==> src/rtl/div_unit_32.sv <==
// ============================================================================
// Module      : div_unit_32
// Description : Iterative 32-bit divider. Restoring shift-subtract, one
//               quotient bit per cycle, with ready/valid handshakes on both
//               sides. Divide-by-zero and signed overflow resolve in one
//               cycle; a normal divide produces out_valid 34 cycles after
//               the accepting edge.
//               Optional feature macro: DIV_UNIT_SIGNED_EN
//                 defined   -> signed path (magnitude in, sign fix-up,
//                              0x80000000 / -1 overflow shortcut)
//                 undefined -> unsigned only, sign ignored, OF held at 0
// Ports       : clk       - clock, rising edge
//               rst_n     - synchronous active-low reset
//               in_valid  / in_ready  - operand handshake (ready only idle)
//               sign      - 1 = signed divide, 0 = unsigned
//               A, B      - dividend, divisor
//               out_valid / out_ready - result handshake
//               Q, R      - quotient, remainder
//               DZ, OF, ZF- divide-by-zero, signed overflow, Q == 0
// Revision    : 1.0 - initial release
// ============================================================================
`default_nettype none

module div_unit_32 #(
    parameter int WIDTH = 32
) (
    input  logic             clk,
    input  logic             rst_n,
    input  logic             in_valid,
    output logic             in_ready,
    input  logic             sign,
    input  logic [WIDTH-1:0] A,
    input  logic [WIDTH-1:0] B,
    output logic             out_valid,
    input  logic             out_ready,
    output logic [WIDTH-1:0] Q,
    output logic [WIDTH-1:0] R,
    output logic             DZ,
    output logic             OF,
    output logic             ZF
);

    localparam logic [1:0] c_IDLE = 2'd0;
    localparam logic [1:0] c_CALC = 2'd1;
    localparam logic [1:0] c_FIX  = 2'd2;
    localparam logic [1:0] c_DONE = 2'd3;

    localparam logic [4:0] c_LAST = 5'd31;

    logic [1:0]       r_state;
    logic [1:0]       w_next;
    logic [4:0]       r_cnt;
    logic [WIDTH-1:0] r_div;
    logic [WIDTH-1:0] r_quo;
    logic [WIDTH-1:0] r_rem;
    logic             r_dz;
    logic             r_of;
    logic             r_zf;

    logic             w_accept;
    logic             w_bzero;
    logic             w_ovf;
    logic [WIDTH-1:0] w_a_mag;
    logic [WIDTH-1:0] w_b_mag;
    logic [WIDTH-1:0] w_q_fin;
    logic [WIDTH-1:0] w_r_fin;

    // One restoring step: shift the next dividend bit into the partial
    // remainder and subtract the divisor when it fits. The partial remainder
    // is below the divisor, so the shifted value needs one extra bit, but the
    // difference (when taken) always fits back into WIDTH bits.
    logic [WIDTH:0]   w_shift;
    logic             w_ge;
    logic [WIDTH-1:0] w_sub;

    assign w_shift = {r_rem, r_quo[WIDTH-1]};
    assign w_ge    = (w_shift >= {1'b0, r_div});
    assign w_sub   = w_shift[WIDTH-1:0] - r_div;

    assign w_accept = in_valid && in_ready;
    assign w_bzero  = (B == {WIDTH{1'b0}});

`ifdef DIV_UNIT_SIGNED_EN
    logic r_neg_q;
    logic r_neg_r;

    assign w_a_mag = (sign && A[WIDTH-1]) ? ({WIDTH{1'b0}} - A) : A;
    assign w_b_mag = (sign && B[WIDTH-1]) ? ({WIDTH{1'b0}} - B) : B;
    assign w_ovf   = sign && (A == {1'b1, {(WIDTH-1){1'b0}}}) && (&B);

    // Truncating division: quotient negative when operand signs differ,
    // remainder follows the dividend.
    assign w_q_fin = r_neg_q ? ({WIDTH{1'b0}} - r_quo) : r_quo;
    assign w_r_fin = r_neg_r ? ({WIDTH{1'b0}} - r_rem) : r_rem;

    always_ff @(posedge clk) begin
        if (!rst_n) begin
            r_neg_q <= 1'b0;
            r_neg_r <= 1'b0;
        end else if (w_accept) begin
            r_neg_q <= sign && (A[WIDTH-1] ^ B[WIDTH-1]);
            r_neg_r <= sign && A[WIDTH-1];
        end
    end
`else
    logic w_unused_sign;

    assign w_unused_sign = sign;
    assign w_a_mag       = A;
    assign w_b_mag       = B;
    assign w_ovf         = 1'b0;
    assign w_q_fin       = r_quo;
    assign w_r_fin       = r_rem;
`endif

    // ------------------------------------------------------------------
    // FSM: state register
    // ------------------------------------------------------------------
    always_ff @(posedge clk) begin
        if (!rst_n) begin
            r_state <= c_IDLE;
        end else begin
            r_state <= w_next;
        end
    end

    // ------------------------------------------------------------------
    // FSM: next-state logic
    // ------------------------------------------------------------------
    always_comb begin
        w_next = r_state;
        case (r_state)
            c_IDLE: begin
                if (in_valid) begin
                    w_next = (w_bzero || w_ovf) ? c_DONE : c_CALC;
                end
            end
            c_CALC: begin
                if (r_cnt == c_LAST) begin
                    w_next = c_FIX;
                end
            end
            c_FIX:  w_next = c_DONE;
            c_DONE: begin
                if (out_ready) begin
                    w_next = c_IDLE;
                end
            end
            default: w_next = c_IDLE;
        endcase
    end

    // ------------------------------------------------------------------
    // FSM: outputs
    // ------------------------------------------------------------------
    always_comb begin
        in_ready  = 1'b0;
        out_valid = 1'b0;
        case (r_state)
            c_IDLE:  in_ready  = 1'b1;
            c_DONE:  out_valid = 1'b1;
            default: ;
        endcase
    end

    // ------------------------------------------------------------------
    // Datapath
    // ------------------------------------------------------------------
    always_ff @(posedge clk) begin
        if (!rst_n) begin
            r_cnt <= 5'd0;
            r_div <= {WIDTH{1'b0}};
            r_quo <= {WIDTH{1'b0}};
            r_rem <= {WIDTH{1'b0}};
            r_dz  <= 1'b0;
            r_of  <= 1'b0;
            r_zf  <= 1'b0;
        end else begin
            case (r_state)
                c_IDLE: begin
                    if (in_valid) begin
                        r_cnt <= 5'd0;
                        r_dz  <= 1'b0;
                        r_of  <= 1'b0;
                        r_zf  <= 1'b0;
                        r_div <= w_b_mag;
                        if (w_bzero) begin
                            r_quo <= {WIDTH{1'b1}};
                            r_rem <= A;
                            r_dz  <= 1'b1;
                        end else if (w_ovf) begin
                            r_quo <= {1'b1, {(WIDTH-1){1'b0}}};
                            r_rem <= {WIDTH{1'b0}};
                            r_of  <= 1'b1;
                        end else begin
                            // r_quo doubles as the dividend shift register;
                            // quotient bits fill in from the bottom.
                            r_quo <= w_a_mag;
                            r_rem <= {WIDTH{1'b0}};
                        end
                    end
                end
                c_CALC: begin
                    r_quo <= {r_quo[WIDTH-2:0], w_ge};
                    r_rem <= w_ge ? w_sub : w_shift[WIDTH-1:0];
                    if (r_cnt != c_LAST) begin
                        r_cnt <= r_cnt + 5'd1;
                    end
                end
                c_FIX: begin
                    r_quo <= w_q_fin;
                    r_rem <= w_r_fin;
                    r_zf  <= (w_q_fin == {WIDTH{1'b0}});
                end
                default: ;
            endcase
        end
    end

    assign Q  = r_quo;
    assign R  = r_rem;
    assign DZ = r_dz;
    assign OF = r_of;
    assign ZF = r_zf;

endmodule

`default_nettype wire

==> config.mk <==
export PLATFORM = sky130hd
export DESIGN_NAME = div_unit_32
export DESIGN_NICKNAME = d
export VERILOG_FILES = /design/src/rtl/div_unit_32.sv
export SDC_FILE = /design/constraint.sdc
export NUM_CORES = 1
export LEC_CHECK = 0
export BUFFER_PORTS_ARGS = -buffer_cell sky130_fd_sc_hd__buf_2
export CAP_MARGIN = 10
export CORE_ASPECT_RATIO = 1.2
export CORE_MARGIN = 10
export CORE_UTILIZATION = 25
export CTS_CLUSTER_SIZE = 14
export DETAILED_ROUTE_END_ITERATION = 8
export GPL_TIMING_DRIVEN = 0
export PLACE_DENSITY = 0.41
export SETUP_SLACK_MARGIN = 0.2
export SLEW_MARGIN = 20
export SYNTH_ARGS = -nofsm -noshare
export SYNTH_HDL_FRONTEND = slang
export SYNTH_SLANG_ARGS = --single-unit
==> constraint.sdc <==
create_clock -name clk -period 2.3 [get_ports clk]
set_input_delay 0.345 -clock clk [delete_from_list [all_inputs] [get_ports clk]]
set_output_delay 0.345 -clock clk [all_outputs]
set_load 0.03 [all_outputs]
==> impl_results.md, run 1 <==
* Number of enable flip-flop cells after synthesis at 0
* Worst Setup End Kind: flip-flop
* Post-detailed-route DRC marker count at 0
* Post-synth ARST share at 0%
* Category of the worst setup path launch point: flip-flop
* Detail Route Antenna Nets at 0
* Minimum clock period at 2.70 ns
* Clock Tree Buf Depth at 2
* First-pass iteration count of the detailed router at 5
* Sum of routed wire length over all layers at 31.2 mm
* Syn Nets at 1,024
* Post-Syn Area per Cell at 7.34 um^2
* Commonest non-fill, non-tap cell in the layout: sky130_fd_sc_hd__nand2_1
* Synthesized netlist cell count at 916
* Latest clock arrival within the worst-skew pair at 0.37 ns
* Slew @ Worst Pin at 0.813 ns
* Flop and latch count out of synthesis at 105
* Initial antenna violation count at 0
* Initial detailed-routing violation count at 357
* Core area at 0.0264 mm^2
* Fmax at 370 MHz
* Layout Area Growth over Synthesis at 43.3%
* Top-area cell type share of the netlist area at 31.3%
* Final WS setup at -0.400 ns
* Number of top-level pins at 138
* Hold Crit Start: B[21]
* FP Rows at 65
* Outcome: complete, but fails checks
* Worst Hold Path Cells at 3
* Worst setup skew after layout at 0.00930 ns
* H-tree depth at 3
* Worst reg2reg endpoint: R[26]
* Signal arrival time at the worst endpoint at 2.95 ns
* Mapped Area at 0.00673 mm^2
* Leak pwr at 3.82 nW
* Clock Sinks at 105
* Crit path required time at 2.55 ns
* Final antenna diode count at 0
* RSZ-0062 raised after global routing: yes
* Hold Buf Count CTS at 0
* Via count of the first global-routing pass at 7,770
* DR vias at 7,617
* Die Span Y at 200 um
* R2R Path Start: r_div[22]
* Weighted congestion at the end of routability-driven global placement at 0.856
* Post-synthesis sequential area ratio at 31.3%
* Total global-route track usage at 17.9%
* Power per standard cell area at 2010 mW/mm^2
* Pin count of the biggest net entering global routing at 17
* Most frequent cells in the layout: sky130_fd_sc_hd__nand2_1 (144), sky130_fd_sc_hd__buf_2 (137), sky130_fd_sc_hd__a21oi_1 (129), sky130_fd_sc_hd__dfxtp_1 (58), sky130_fd_sc_hd__buf_4 (55)
* Hold Crit Class: input pin to flip-flop
* Most area-hungry cell type in the Yosys netlist: sky130_fd_sc_hd__dfxtp_1
* Count of placed standard cells including taps at 1,386
* CTS tree: done
* Post-Layout Cell Count at 1,464
* IR Drop Worst-Case VDD at 0.000628 V
* Final Hold Viols at 0
* Clk slew on worst S/H paths at 0.08 ns
* Count of cell types in the netlist at 61
* End point of the worst hold path: r_div[21]
* # port buffers at 135
* Pins Over Slew Limit at 0
* Rel. slew slack at 45.8%
* # setup viols final at 33
* First-pass GRT wire length at 46.4 mm
* DP Wirelength at 24.3 mm
* Worst reg-to-reg path cell count at 13
* Synth area leaders: sky130_fd_sc_hd__dfxtp_1 (31%), sky130_fd_sc_hd__a21oi_1 (10%), sky130_fd_sc_hd__nand2_1 (8.4%), sky130_fd_sc_hd__ha_1 (7.1%), sky130_fd_sc_hd__o221ai_1 (4.2%)
* Avg WL per Cell at 21.3 um
* Worst Setup Path Type: flip-flop to flip-flop
* Via density per instance at 5.20
* Ratio of cells with drive above 1 in the final layout at 36.0%
* Total of max-cap violations at 0
* Largest fanout on the critical path at 8
* Share of the cycle needed by the critical path after routing at 117%
* TritonCTS Buffers at 9
* DIE WIDTH at 170 um
* Leading register cell type out of synthesis: sky130_fd_sc_hd__dfxtp_1
* Number of warnings reported in the yosys synthesis log at 0
* Net count, final at 1,232
* Root buf cell: sky130_fd_sc_hd__clkbuf_16
* Initial core utilization at 25.4%
* Post-layout utilization of the core at 36.5%
* Worst-case register-to-register setup slack at -0.40 ns
* Violated checks: negative setup slack
* Grt ovf at 0
* Die footprint at 0.0339 mm^2
[power by group]
| part | switching [mW] | internal (mW) | total, mW |
|---|---|---|---|
| clock | 0.789 | 0.769 | 1.56 |
| sequential | 0.731 | 2.46 | 3.19 |
| combinational | 8.41 | 6.25 | 14.7 |
[flip-flops by register name (all words and copies together), names as in the netlist]
name,count
DZ,1
Q,32
r_div,32
ZF,1
r_cnt,5
R,32
r_state,2
[final cells by class]
type	count	area [um^2]
plain buffers	59	395
clock buffers	12	246
clock inverters	4	27.5
fillers	2832	16800
inverters	49	184
multi-input cells	702	4920
flip-flops and latches	105	2200
well taps	335	419
repair buffers	198	1250
[through the flow]
stage	total power, mW	TNS (ns)	cell area, um^2	setup WS (ns)	hold WS, ns
CTS	17.9	-9.54	9160	-0.379	0.211
floorplan	11.0	-1.09	7150	-0.0563	0.436
finish	19.4	-10.73	9640	-0.400	0.217
global placement	14.4	-58.40	8250	-1.10	0.444
global route	20.7	-14.62	9640	-0.499	0.221
detailed placement	14.4	-60.01	8250	-1.12	0.449
[worst max-delay path by stage]
stage / startpoint / to / depth (start not counted) / slack, ns
4_1_cts: r_div[11] / R[11] / 13 / -0.38
3_3_place_gp: B[3] / R[17] / 8 / -1.10
2_1_floorplan: R[10] / R[28] / 10 / -0.06
3_5_place_dp: B[3] / R[10] / 8 / -1.12
5_1_grt: r_div[6] / R[14] / 12 / -0.50
6_report: r_div[22] / R[26] / 13 / -0.40
[cell families after synthesis]
logic type / after synthesis / share of synthesized area (%)
compound gates: 315 / 28.9
mux: 3 / 0.447
flops: 105 / 31.3
other cells: 1 / 0.0558
xor+xnor: 27 / 3.52
simple gates: 317 / 21.8
buf+inv: 109 / 6.64
fa+ha+maj: 39 / 7.37
[critical path, cell delays in order (launching register included)]
cell and delay (ns):
sky130_fd_sc_hd__dfxtp_2 0.34, sky130_fd_sc_hd__inv_2 0.04, sky130_fd_sc_hd__ha_4 0.23, sky130_fd_sc_hd__buf_8 0.13, sky130_fd_sc_hd__a21oi_4 0.15, sky130_fd_sc_hd__o21ai_2 0.09, sky130_fd_sc_hd__a211o_1 0.33, sky130_fd_sc_hd__a211oi_2 0.22
sky130_fd_sc_hd__o2111a_2 0.28, sky130_fd_sc_hd__nor2_4 0.06, sky130_fd_sc_hd__buf_4 0.14, sky130_fd_sc_hd__buf_4 0.13, sky130_fd_sc_hd__mux2i_1 0.12, sky130_fd_sc_hd__a311oi_1 0.31
[what timing repair did]
action                     in CTS  in global routing
setup buffers                  37                 23
pin swaps                      33                 34
resized for setup              98                 85
setup endpoints to repair      96                 93
cloned                          1                  2
[cell usage after synthesis (all sizes together) (6+ instances only)]
| cell type | n |
|---|---|
| nand2 | 150 |
| a21oi | 140 |
| dfxtp | 105 |
| o21ai | 57 |
| inv | 49 |
| nand3 | 48 |
| clkbuf | 47 |
| ha | 38 |
| nor2 | 36 |
| o221ai | 32 |
| a31oi | 27 |
| nor4 | 19 |
| xor2 | 18 |
| nand4 | 16 |
| nor3 | 15 |
| buf | 13 |
| a211oi | 9 |
| a21o | 9 |
| xnor2 | 9 |
| nand2b | 8 |
| or3 | 8 |
| o211ai | 6 |
| o21a | 6 |
[routing by layer]
| layer | routed length (um) | track usage, % |
|---|---|---|
| met1 | 13800 | 21.7 |
| met2 | 15200 | 31.4 |
| met3 | 1550 | 3.61 |
| met4 | 630 | 4.78 |
| met5 | 0 | 0 |
No activity file was read; power rests on OpenSTA's default activity.
==> run 2: changes to the inputs <==
--- a/config.mk
+++ b/config.mk
@@ -10,6 +10,7 @@
 export CORE_ASPECT_RATIO = 1.2
 export CORE_MARGIN = 10
 export CORE_UTILIZATION = 25
+export CTS_BUF_LIST = sky130_fd_sc_hd__clkbuf_4 sky130_fd_sc_hd__clkbuf_8
 export CTS_CLUSTER_SIZE = 14
 export DETAILED_ROUTE_END_ITERATION = 8
 export GPL_TIMING_DRIVEN = 0
==> run 2 against run 1 <==
Against the previous run: highest routed layer unchanged; critical endpoint is now R[10]; flip-flop and latch count unchanged; the flow still finishes with violations (negative setup slack); design area down 1.6%; largest power group unchanged; final cell count fell by 0.20%; critical path type unchanged; die area unchanged.
==> impl_results.md, run 2 (synthesis results as in run 1) <==
* RSZ-0062 raised after global routing: yes (unchanged)
* Via density per instance at 5.19 (was 5.20)
* Number of top-level pins at 138 (unchanged)
* Clock network fraction of design power at 6.3% (was 8.0%)
* Clock Tree Buf Depth at 2 (unchanged)
* Latest clock arrival within the worst-skew pair at 0.42 ns (was 0.37 ns)
* TritonCTS Buffers at 9 (unchanged)
* Die Span Y at 200 um (unchanged)
* Logic pwr share at 77.0% (was 75.5%)
* Delay of the slowest critical-path stage at 0.38 ns (was 0.34 ns)
* Worst setup skew after layout at 0.0124 ns (was 0.00930 ns)
* Root buf cell: sky130_fd_sc_hd__clkbuf_8 (was sky130_fd_sc_hd__clkbuf_16)
* Ratio of cells with drive above 1 in the final layout at 35.0% (was 36.0%)
* Crit path required time at 2.64 ns (was 2.55 ns)
* Share of the cycle needed by the critical path after routing at 116% (was 117%)
* Ordered cell list for the critical path: inv_1 -> ha_4 -> buf_6 -> nand4_1 -> nor4_4 -> a31o_4 -> a211oi_2 -> o2111a_2 -> nor2_4 -> buf_8 -> buf_8 -> buf_6 -> nand3_2 -> a31oi_1 (was inv_2 -> ha_4 -> buf_8 -> a21oi_4 -> o21ai_2 -> a211o_1 -> a211oi_2 -> o2111a_2 -> nor2_4 -> buf_4 -> buf_4 -> mux2i_1 -> a311oi_1)
* Violated checks: negative setup slack (unchanged)
* DP Wirelength at 24.3 mm (unchanged)
* Minimum clock period at 2.68 ns (was 2.70 ns)
* Multi-input gate area at 0.00489 mm^2 (was 0.00492 mm^2)
* Total global-route track usage at 18.0% (was 17.9%)
* Final Hold Viols at 0 (unchanged)
* Outcome: complete, but fails checks (unchanged)
* Count of placed standard cells including taps at 1,386 (unchanged)
* Overall power at 18.9 mW (was 19.4 mW)
* Pin count of the biggest net entering global routing at 17 (unchanged)
* Largest fanout on the critical path at 6 (was 8)
* Number of fillers in the final layout at 2,845 (was 2,832)
* Net count, final at 1,229 (was 1,232)
* IR Drop Worst-Case VDD at 0.000625 V (was 0.000628 V)
* Final WS setup at -0.379 ns (was -0.400 ns)
* Commonest non-fill, non-tap cell in the layout: sky130_fd_sc_hd__nand2_1 (unchanged)
* First-pass GRT wire length at 46.7 mm (was 46.4 mm)
* Avg WL per Cell at 21.2 um (was 21.3 um)
* Weighted congestion at the end of routability-driven global placement at 0.856 (unchanged)
* Sequential share of power at 16.7% (was 16.4%)
* Fmax at 373 MHz (was 370 MHz)
* # setup viols final at 33 (unchanged)
* Post-Layout Cell Count at 1,461 (was 1,464)
* Hold Crit Class: input pin to flip-flop (unchanged)
* Leak pwr at 3.75 nW (was 3.82 nW)
* Initial core utilization at 25.4% (unchanged)
* Register area at 0.00219 mm^2 (was 0.00220 mm^2)
* Power per standard cell area at 2000 mW/mm^2 (was 2010 mW/mm^2)
* Internal cell power at 9.13 mW (was 9.48 mW)
* Initial antenna violation count at 0 (unchanged)
* Proportion of total power due to net switching at 51.8% (was 51.2%)
* Grt ovf at 0 (unchanged)
* Worst Setup End Kind: flip-flop (unchanged)
* Initial detailed-routing violation count at 416 (was 357)
* Worst Setup Path Type: flip-flop to flip-flop (unchanged)
* DR vias at 7,585 (was 7,617)
* FP Rows at 65 (unchanged)
* Layout Area Growth over Synthesis at 41.0% (was 43.3%)
* Clk slew on worst S/H paths at 0.11 ns (was 0.08 ns)
* Total of max-cap violations at 0 (unchanged)
* P_sw at 9.80 mW (was 9.93 mW)
* DIE WIDTH at 170 um (unchanged)
* Category of the worst setup path launch point: flip-flop (unchanged)
* Pins Over Slew Limit at 0 (unchanged)
* Post-detailed-route DRC marker count at 0 (unchanged)
* Slew @ Worst Pin at 0.810 ns (was 0.813 ns)
* H-tree depth at 3 (unchanged)
* Sum of routed wire length over all layers at 31.0 mm (was 31.2 mm)
* Most frequent cells in the layout: sky130_fd_sc_hd__nand2_1 (144), sky130_fd_sc_hd__buf_2 (135), sky130_fd_sc_hd__a21oi_1 (128), sky130_fd_sc_hd__dfxtp_1 (58), sky130_fd_sc_hd__buf_4 (50) (was sky130_fd_sc_hd__nand2_1 (144), sky130_fd_sc_hd__buf_2 (137), sky130_fd_sc_hd__a21oi_1 (129), sky130_fd_sc_hd__dfxtp_1 (58), sky130_fd_sc_hd__buf_4 (55))
* First-pass iteration count of the detailed router at 7 (was 5)
* CTS tree: done (unchanged)
* Core area at 0.0264 mm^2 (unchanged)
* Via count of the first global-routing pass at 7,827 (was 7,770)
* Detail Route Antenna Nets at 0 (unchanged)
* Max stage delay cell, worst path: sky130_fd_sc_hd__nor4_4 (was sky130_fd_sc_hd__dfxtp_2)
* Clock Sinks at 105 (unchanged)
* Final antenna diode count at 0 (unchanged)
* Signal arrival time at the worst endpoint at 3.01 ns (was 2.95 ns)
* # port buffers at 135 (unchanged)
* Die footprint at 0.0339 mm^2 (unchanged)
* Rel. slew slack at 46.0% (was 45.8%)
[run 2: worst paths after layout]
path	start	endpoint	slack, ns	cells past startpoint
max	r_div[20]	R[10]	-0.38	14
min	B[21]	r_div[21]	0.16	3
max reg2reg	r_div[20]	R[10]	-0.38	14
min reg2reg	r_div[5]	r_div[5]	0.46	2
[run 2: critical path, delay by kind of cell (launching register included)]
kind	cells	cell delay, ns
flip-flops	1	0.34
adder cells (fa/ha/maj)	1	0.26
AND/OR/NAND/NOR	4	0.80
AO/OA/AOI/OAI	4	0.64
buffers and inverters	5	0.56
[run 2: power by group through the flow]
stage / Clock [mW] / Sequential, mW / Combinational, mW
after floorplan: 0 / 3.77 / 7.21
after global placement: 0 / 3.20 / 11.2
after detailed placement: 0 / 3.20 / 11.2
after CTS: 1.23 / 3.15 / 13.3
after global routing: 1.30 / 3.25 / 15.8
final: 1.19 / 3.17 / 14.6
[run 2: area by class of cell]
| class | instances | area share (%) |
|---|---|---|
| Clock inverter | 4 | 0.290 |
| Multi-Input combinational cell | 702 | 51.6 |
| Tap cell | 335 | 4.42 |
| Clock buffer | 12 | 1.61 |
| Sequential cell | 105 | 23.1 |
| Inverter | 49 | 1.94 |
| Buffer | 59 | 4.18 |
| Timing Repair Buffer | 195 | 12.8 |
[run 2: stage by stage]
stage	worst slack (ns)	utilization [%]	TNS, ns	instance area [um^2]	hold slack, ns
6_report	-0.379	35.9	-10.37	9480	0.157
5_1_grt	-0.510	35.9	-14.29	9480	0.160
4_1_cts	-0.392	34.3	-10.64	9060	0.147
3_5_place_dp	-1.12	31.2	-60.01	8250	0.449
3_3_place_gp	-1.10	31.2	-58.40	8250	0.444
2_1_floorplan	-0.0563	-	-1.09	7150	0.436
[run 2: timing repair]
item	4_1_cts	5_1_grt
hold buffers	0	0
cloned	1	1
gates resized for setup	92	81
buffers inserted	39	19
pin swaps	26	27
endpoints found under the setup margin	100	97
[run 2: per-layer routing]
layer  track usage (%)  share of wire, %
met2              31.3                49
met5                 0                 0
met3              3.49               5.0
met1              21.9                44
met4              5.47               2.0
==> run 3: changes to the inputs <==
--- a/config.mk
+++ b/config.mk
@@ -10,7 +10,7 @@
 export CORE_ASPECT_RATIO = 1.2
 export CORE_MARGIN = 10
 export CORE_UTILIZATION = 25
-export CTS_BUF_LIST = sky130_fd_sc_hd__clkbuf_4 sky130_fd_sc_hd__clkbuf_8
+export CTS_BUF_LIST = sky130_fd_sc_hd__clkbuf_4
 export CTS_CLUSTER_SIZE = 14
 export DETAILED_ROUTE_END_ITERATION = 8
 export GPL_TIMING_DRIVEN = 0
==> run 3 against run 2 <==
Against the previous run: the flow still finishes with violations (negative setup slack); global-route usage fell by 0.066 points; design area fell by 1.5%; fmax shrank 0.20%; register-to-register slack is essentially flat; clock skew increased by 0.0089 ns; non-clock buffer count decreased by 10; largest cell class unchanged; largest power group unchanged.
==> impl_results.md, run 3 (synthesis results as in run 1) <==
* Worst Setup End Kind: flip-flop (unchanged)
* Top delay family on crit path: compound AO/OA/AOI/OAI gates (was simple AND/OR/NAND/NOR gates)
* Layout Area Growth over Synthesis at 38.9% (was 41.0%)
* Share of the cycle needed by the critical path after routing at 117% (was 116%)
* Category of the worst setup path launch point: flip-flop (unchanged)
* Fmax at 373 MHz (about the same)
* Number of top-level pins at 138 (unchanged)
* Post-layout utilization of the core at 35.3% (was 35.9%)
* Worst reg2reg endpoint: R[6] (was R[10])
* First-pass iteration count of the detailed router at 4 (was 7)
* Most frequent cells in the layout: sky130_fd_sc_hd__nand2_1 (145), sky130_fd_sc_hd__buf_2 (136), sky130_fd_sc_hd__a21oi_1 (131), sky130_fd_sc_hd__dfxtp_1 (57), sky130_fd_sc_hd__o21ai_0 (45) (was sky130_fd_sc_hd__nand2_1 (144), sky130_fd_sc_hd__buf_2 (135), sky130_fd_sc_hd__a21oi_1 (128), sky130_fd_sc_hd__dfxtp_1 (58), sky130_fd_sc_hd__buf_4 (50))
* Total global-route track usage at 18.0% (about the same)
* Crit path required time at 2.76 ns (was 2.64 ns)
* Grt ovf at 0 (unchanged)
* Clock Sinks at 105 (unchanged)
* Ordered cell list for the critical path: ha_4 -> buf_6 -> buf_4 -> nand2_2 -> nor2_1 -> a211o_1 -> a21boi_2 -> o211ai_2 -> a21oi_4 -> buf_8 -> nand3_1 -> a31oi_1 (was inv_1 -> ha_4 -> buf_6 -> nand4_1 -> nor4_4 -> a31o_4 -> a211oi_2 -> o2111a_2 -> nor2_4 -> buf_8 -> buf_8 -> buf_6 -> nand3_2 -> a31oi_1)
* Avg WL per Cell at 21.3 um (was 21.2 um)
* DR vias at 7,577 (was 7,585)
* Worst setup skew after layout at 0.0213 ns (was 0.0124 ns)
* Final WS setup at -0.384 ns (was -0.379 ns)
* Delay of the slowest critical-path stage at 0.41 ns (was 0.38 ns)
* Leak pwr at 3.67 nW (was 3.75 nW)
* Sum of routed wire length over all layers at 30.9 mm (was 31.0 mm)
* Clock Tree Buf Depth at 2 (unchanged)
* Die footprint at 0.0339 mm^2 (unchanged)
* Weighted congestion at the end of routability-driven global placement at 0.856 (unchanged)
* Post-Place Setup Slack at -1.12 ns (unchanged)
* Count of buffering cells on the critical path with inverters included at 3 (was 5)
* Initial antenna violation count at 2 (was 0)
* Post-detailed-route DRC marker count at 0 (unchanged)
* End point of the worst hold path: r_div[9] (was r_div[21])
* Latest clock arrival within the worst-skew pair at 0.54 ns (was 0.42 ns)
* DP Wirelength at 24.3 mm (unchanged)
* # setup viols final at 33 (unchanged)
* Clk slew on worst S/H paths at 0.18 ns (was 0.11 ns)
* RSZ-0062 raised after global routing: yes (unchanged)
* Max stage delay cell, worst path: sky130_fd_sc_hd__dfxtp_4 (was sky130_fd_sc_hd__nor4_4)
* IR Drop Worst-Case VDD at 0.000607 V (was 0.000625 V)
* Hold Crit Class: input pin to flip-flop (unchanged)
* TritonCTS Buffers at 9 (unchanged)
* Via count of the first global-routing pass at 7,804 (was 7,827)
* Hold Crit Start: B[9] (was B[21])
* Outcome: complete, but fails checks (unchanged)
* Hold Buf Count CTS at 0 (unchanged)
* Largest fanout on the critical path at 10 (was 6)
* Initial core utilization at 25.4% (unchanged)
* Worst reg-to-reg path cell count at 12 (was 14)
* Power per standard cell area at 1980 mW/mm^2 (was 2000 mW/mm^2)
* H-tree depth at 3 (unchanged)
* Worst Setup Path Type: flip-flop to flip-flop (unchanged)
* FP Rows at 65 (unchanged)
* Final Hold Viols at 0 (unchanged)
* Worst-case register-to-register setup slack at -0.38 ns (about the same)
* Detail Route Antenna Nets at 0 (unchanged)
* Signal arrival time at the worst endpoint at 3.14 ns (was 3.01 ns)
* Ratio of cells with drive above 1 in the final layout at 34.3% (was 35.0%)
* Core area at 0.0264 mm^2 (unchanged)
* Worst Hold Path Cells at 3 (unchanged)
* # port buffers at 135 (unchanged)
* Initial detailed-routing violation count at 355 (was 416)
* First-pass GRT wire length at 46.6 mm (was 46.7 mm)
* Violated checks: negative setup slack (unchanged)
* Slew @ Worst Pin at 0.807 ns (was 0.810 ns)
* Total of max-cap violations at 0 (unchanged)
* R2R Path Start: R[13] (was r_div[20])
* Root buf cell: sky130_fd_sc_hd__clkbuf_4 (was sky130_fd_sc_hd__clkbuf_8)
* Rel. slew slack at 46.2% (was 46.0%)
* Minimum clock period at 2.68 ns (about the same)
* CTS tree: done (unchanged)
* Via density per instance at 5.21 (was 5.19)
* DIE WIDTH at 170 um (unchanged)
* Commonest non-fill, non-tap cell in the layout: sky130_fd_sc_hd__nand2_1 (unchanged)
* Die Span Y at 200 um (unchanged)
* Final instance area at 0.00934 mm^2 (was 0.00948 mm^2)
* DP Area at 0.00825 mm^2 (unchanged)
* Net count, final at 1,219 (was 1,229)
* Pin count of the biggest net entering global routing at 17 (unchanged)
* Pins Over Slew Limit at 0 (unchanged)
==> run 3: how the worst max path moves through the flow <==
stage	startpoint	to	slack, ns	cells past startpoint
5_1_grt	r_div[22]	R[8]	-0.48	13
3_5_place_dp	B[3]	R[10]	-1.12	8
4_1_cts	R[13]	R[6]	-0.36	12
6_report	R[13]	R[6]	-0.38	12
2_1_floorplan	R[10]	R[28]	-0.06	10
3_3_place_gp	B[3]	R[17]	-1.10	8
==> run 3: layout make-up <==
class	count	area, um^2
well taps	335	419
clock inverters	5	31.3
inverters	49	184
fillers	2864	17100
diodes	2	5.00
repair buffers	185	1140
clock buffers	11	82.6
plain buffers	59	400
flip-flops and latches	105	2190
multi-input cells	702	4880
==> run 3: power breakdown <==
group / switching [mW] / leakage (nW) / internal (mW)
Combinational: 8.35 / 2.72 / 6.03
Clock: 0.728 / 0.0648 / 0.244
Sequential: 0.725 / 0.884 / 2.45
Total: 9.80 / 3.67 / 8.73
==> run 3: layer usage <==
layer,GRT usage [%],wire (um),share of wire [%],vias up
li1,-,-,-,3733
met1,21.9,13700,44,3653
met2,31.4,15200,49,170
met3,3.57,1510,4.9,21
met4,4.88,563,1.8,0
met5,0,0,0,-
==> run 3: what timing repair did <==
item                                    in CTS  in global routing
pin swaps                                   28                 25
setup buffers                               36                 10
gates resized for setup                    102                 64
endpoints found under the hold margin        0                  0
endpoints found under the setup margin     101                 89
gates cloned                                 3                  1
==> run 3: worst register-to-register path: cells and delay by family (launching register included) <==
kind / cells / cell delay [ns]
AO/OA/AOI/OAI: 5 / 1.28
adder cells (fa/ha/maj): 1 / 0.24
buffers and inverters: 3 / 0.46
flip-flops: 1 / 0.41
AND/OR/NAND/NOR: 3 / 0.24
==> run 3: per-stage QoR <==
step	power, mW	instances	TNS [ns]	hold WS, ns
after floorplan	11.0	916	-1.09	0.436
after global placement	14.4	1386	-58.40	0.444
after detailed placement	14.4	1386	-60.01	0.449
after CTS	17.9	1441	-9.63	0.00576
after global routing	19.9	1453	-13.62	0.0182
final	18.5	1453	-10.38	0.0221
